File: src/rtl/pipe_regmux_nx1.sv
// pipe_regmux_nx1: N-input, WIDTH-bit selector feeding a pipeline register.
// Supports stall/flush, flags out-of-range selects and keeps a saturating error count.
module pipe_regmux_nx1 #(
   parameter int               WIDTH     = 5,
   parameter int               NUM_IN    = 4,
   parameter int               SEL_W     = 2,
   parameter logic [WIDTH-1:0] RESET_VAL = '0,
   parameter int               ERR_W     = 8
) (
   input  logic                    clk,
   input  logic                    reset,
   input  logic                    stall,
   input  logic                    flush,
   input  logic                    in_valid,
   input  logic [SEL_W-1:0]        sel,
   input  logic [NUM_IN*WIDTH-1:0] in_bus,
   output logic [WIDTH-1:0]        out,
   output logic                    out_valid,
   output logic [SEL_W-1:0]        out_sel,
   output logic                    sel_err,
   output logic [ERR_W-1:0]        err_cnt
);

   localparam logic [ERR_W-1:0] ERR_MAX = {ERR_W{1'b1}};

   logic [WIDTH-1:0] out_d,       out_q;
   logic             out_valid_d, out_valid_q;
   logic [SEL_W-1:0] out_sel_d,   out_sel_q;
   logic             sel_err_d,   sel_err_q;
   logic [ERR_W-1:0] err_cnt_d,   err_cnt_q;

   logic [WIDTH-1:0] sel_data_s;
   logic             sel_ok_s;

   // Compare-per-input decode: never slices past the bus, and range check falls out for free.
   always_comb begin
      sel_data_s = RESET_VAL;
      sel_ok_s   = 1'b0;
      for (int k = 0; k < NUM_IN; k++) begin
         sel_data_s = (sel == SEL_W'(k)) ? in_bus[k*WIDTH +: WIDTH] : sel_data_s;
         sel_ok_s   = sel_ok_s | (sel == SEL_W'(k));
      end
   end

   // Next-state: flush > stall > load; reset is applied in the register process.
   always_comb begin
      out_d       = out_q;
      out_valid_d = out_valid_q;
      out_sel_d   = out_sel_q;
      sel_err_d   = sel_err_q;
      err_cnt_d   = err_cnt_q;
      if (flush) begin
         out_d       = RESET_VAL;
         out_valid_d = 1'b0;
         out_sel_d   = {SEL_W{1'b0}};
         sel_err_d   = 1'b0;
      end else if (stall) begin
         out_d       = out_q;
      end else if (in_valid) begin
         out_sel_d = sel;
         if (sel_ok_s) begin
            out_d       = sel_data_s;
            out_valid_d = 1'b1;
            sel_err_d   = 1'b0;
         end else begin
            out_d       = RESET_VAL;
            out_valid_d = 1'b0;
            sel_err_d   = 1'b1;
            err_cnt_d   = (err_cnt_q == ERR_MAX) ? err_cnt_q : err_cnt_q + ERR_W'(1);
         end
      end else begin
         out_valid_d = 1'b0;
         sel_err_d   = 1'b0;
      end
   end

   // Pipeline register with synchronous reset.
   always_ff @(posedge clk) begin
      if (reset) begin
         out_q       <= RESET_VAL;
         out_valid_q <= 1'b0;
         out_sel_q   <= {SEL_W{1'b0}};
         sel_err_q   <= 1'b0;
         err_cnt_q   <= {ERR_W{1'b0}};
      end else begin
         out_q       <= out_d;
         out_valid_q <= out_valid_d;
         out_sel_q   <= out_sel_d;
         sel_err_q   <= sel_err_d;
         err_cnt_q   <= err_cnt_d;
      end
   end

   assign out       = out_q;
   assign out_valid = out_valid_q;
   assign out_sel   = out_sel_q;
   assign sel_err   = sel_err_q;
   assign err_cnt   = err_cnt_q;

endmodule

File: config.mk
export PLATFORM = sky130hd
export DESIGN_NAME = pipe_regmux_nx1
export DESIGN_NICKNAME = d
export VERILOG_FILES = /design/src/rtl/pipe_regmux_nx1.sv
export SDC_FILE = /design/constraint.sdc
export NUM_CORES = 1
export LEC_CHECK = 0
export ABC_AREA = 1
export CAP_MARGIN = 30
export CORE_MARGIN = 3
export CORE_UTILIZATION = 45
export CTS_BUF_LIST = sky130_fd_sc_hd__clkbuf_8
export DETAILED_ROUTE_END_ITERATION = 16
export DONT_BUFFER_PORTS = 1
export HOLD_SLACK_MARGIN = 0.06
export PLACE_DENSITY_LB_ADDON = 0.1
export SLEW_MARGIN = 20
export SYNTH_ARGS = -nofsm -noshare
export SYNTH_HDL_FRONTEND = slang
export SYNTH_SLANG_ARGS = --single-unit
File: constraint.sdc
create_clock -name clk -period 0.8 [get_ports clk]
set_input_delay 0.08 -clock clk [delete_from_list [all_inputs] [get_ports clk]]
set_output_delay 0.08 -clock clk [all_outputs]
set_load 0.02 [all_outputs]
==> flow_summary.ini <==
[global_route]
grt_pass1_wl_um = 2720
grt_pass1_vias = 622
grt_max_degree = 11
antenna_found_initial = 0
grt_use_total_pct = 18.1
grt_remaining_overflow = 0

[critical_path]
critPathTopFamily = flip-flops
rr_worst_depth = 2
critPathSlowestCell = dfxtp_2
path_max_fanout = 2
crit_chain = buf_6
cp_data_arrival_time_ps = 700
crit_path_max_incr_delay_ps = 340
critPathBufInv = 1
r2r-end = out_sel[1]
critical_path_required_ps = 720
r2r-start = out_sel[1]
crit_path_end_kind = primary output
start_kind = flip-flop
path_class = flip-flop to primary output
ff2ff_setup_slack_ps = 140

[layout]
drive_gt1_share_pct = 37.3
mostFrequentLayoutCell = nand2_1
layout_common_cells = nand2_1, nor2_1, dfxtp_2, buf_6, inv_1
area_delta_synth_final_pct = 40.0
diodes = 0
nets = 154
fin_cells = 141

[pwr]
power_density_nw_per_um2 = 1590
swShare_pct = 22.0
switchingPower_uw = 359
p_clk_share_pct = 36.6
irDropWorstVdd_mv = 1.47
pwr-share-comb_pct = 10.2
p_seq_share_pct = 53.1
p_leak_nw = 0.453
p_int_mw = 1.27

[synthesis]
ys_seq_area_share_pct = 46.3
synth_warnings = 0
synth_area_um2 = 734
synth_cells = 103
synth_seq_cells = 17
synth_area_per_cell_um2 = 7.13
synth.distinct_cells = 16
synth_nets = 130

[sta]
finalCriticalPeriod_ps = 784
fin_crit_sh_pct = 98.0
rsz0062_at_grt = yes
slew-limit-headroom_pct = 87.0
fmax_mhz = 1280
final_hold_viol_count = 8
worst_pin_slew_ps = 194
holdWs_ps = -113
setup_viol = 0
slew_violations = 0
skew_ps = 0

[die]
start_util_pct = 51.9
fp.coreArea_um2 = 1420
die_w_um = 46.4
rows = 13
ios = 44
die_y_um = 46.4
die_area_um2 = 2150

[hold_path]
min-delay-start = reset
hold_path.class = primary input to flip-flop
hold_path_depth = 1
min_to = err_cnt[4]

[route]
drt_wl_total_um = 1680
wl_per_cell_um = 11.9
drtIter0Drc = 20
vias = 681
ant_nets = 0
drc = 0
drt-pass1-iter-count = 4
drt-vias-per-instance = 4.83

[clock_tree]
insertion_delay_ps = 240
clock_path_buffers = 2
cts_buffers = 3
cts_sinks = 17
cts_tree = yes
hold_buffers = 3
cts_root_buffer = clkbuf_8
cts_max_level = 1
cts.clk_slew.worst_paths_ps = 60

[placed_design]
place_inst = 132
port_buffers = 0
hpwl_um = 1230
place.gp.congestion = 0.808

[run_status]
violations = negative hold slack
status = complete, but fails checks

[flow_run]
maxCapViolations = 0
==> registers in the layout, indices dropped and copies added (netlist names) <==
name       count
out            5
sel_err        1
err_cnt        8
out_sel        2
out_valid      1
==> stage by stage <==
stage | worst slack (ps) | total power, mW | utilization, % | setup TNS [ps] | area (µm²)
finish | 16.1 | 1.63 | 72.7 | 0 | 1030
global route | -15.2 | 1.73 | 72.7 | -57.0 | 1030
CTS | 0.984 | 1.65 | 69.3 | 0 | 981
detailed placement | 112 | 1.03 | 60.3 | 0 | 853
global placement | 128 | 1.03 | 60.3 | 0 | 853
floorplan | 81.7 | 1.02 | - | 0 | 734
==> logic make-up (layout without fill, tap and decap cells) <==
logic type             after synthesis  in the layout  synth area share (%)
AND/OR/NAND/NOR                     53             53                  30.7
AO/OA/AOI/OAI                       17             17                  11.6
flip-flops                          17             17                  46.3
buffers and inverters               16             39                  11.4
==> cell type report <==
type	count	area (µm²)
clock inverter	1	3.75
timing repair buffer	22	236
clock buffer	3	41.3
multi-input combinational	70	310
fill	118	387
tap	15	18.8
inverter	13	56.3
sequential	17	362
==> routing by layer <==
| layer | up-vias | wire length (µm) | track usage (%) | share of wire (%) |
|---|---|---|---|---|
| met5 | - | 0 | 0 | 0 |
| met4 | 0 | 0 | 5.11 | 0 |
| met2 | 26 | 821 | 26.6 | 49 |
| met3 | 0 | 140 | 7.81 | 8.3 |
| li1 | 366 | - | - | - |
| met1 | 289 | 718 | 23.9 | 43 |
==> worst max path at each step <==
stage | from | to | slack, ps | depth (start not counted)
2_1_floorplan | sel[1] | out[0] | 80 | 7
3_3_place_gp | stall | out_sel[1] | 130 | 5
3_5_place_dp | stall | out_sel[1] | 110 | 5
4_1_cts | out[3] | out[3] | 1 | 1
5_1_grt | out[4] | out[4] | -20 | 1
6_report | out[4] | out[4] | 20 | 1
==> power by group through the flow <==
stage	Combinational, mW	Sequential, mW	Clock [mW]
6_report	0.167	0.868	0.598
4_1_cts	0.167	0.866	0.617
2_1_floorplan	0.124	0.896	0
5_1_grt	0.193	0.869	0.666
3_3_place_gp	0.146	0.882	0
3_5_place_dp	0.149	0.882	0
==> synthesized netlist by cell type (all sizes together) <==
master  count  area [µm²]
buf         3        27.5
dfxtp      17         340
nand2      24        95.1
inv        13        56.3
a21oi       8        40.0
or2         4        25.0
nor2       18        70.1
o21ai       9        45.0
nand3       7        35.0
==> timing repair <==
action,CTS,global route
endpoints found under the hold margin,17,11
pin swaps,0,0
setup buffers,0,2
endpoints found under the setup margin,11,15
resized for setup,20,14
No activity file was read; power rests on OpenSTA's default activity.
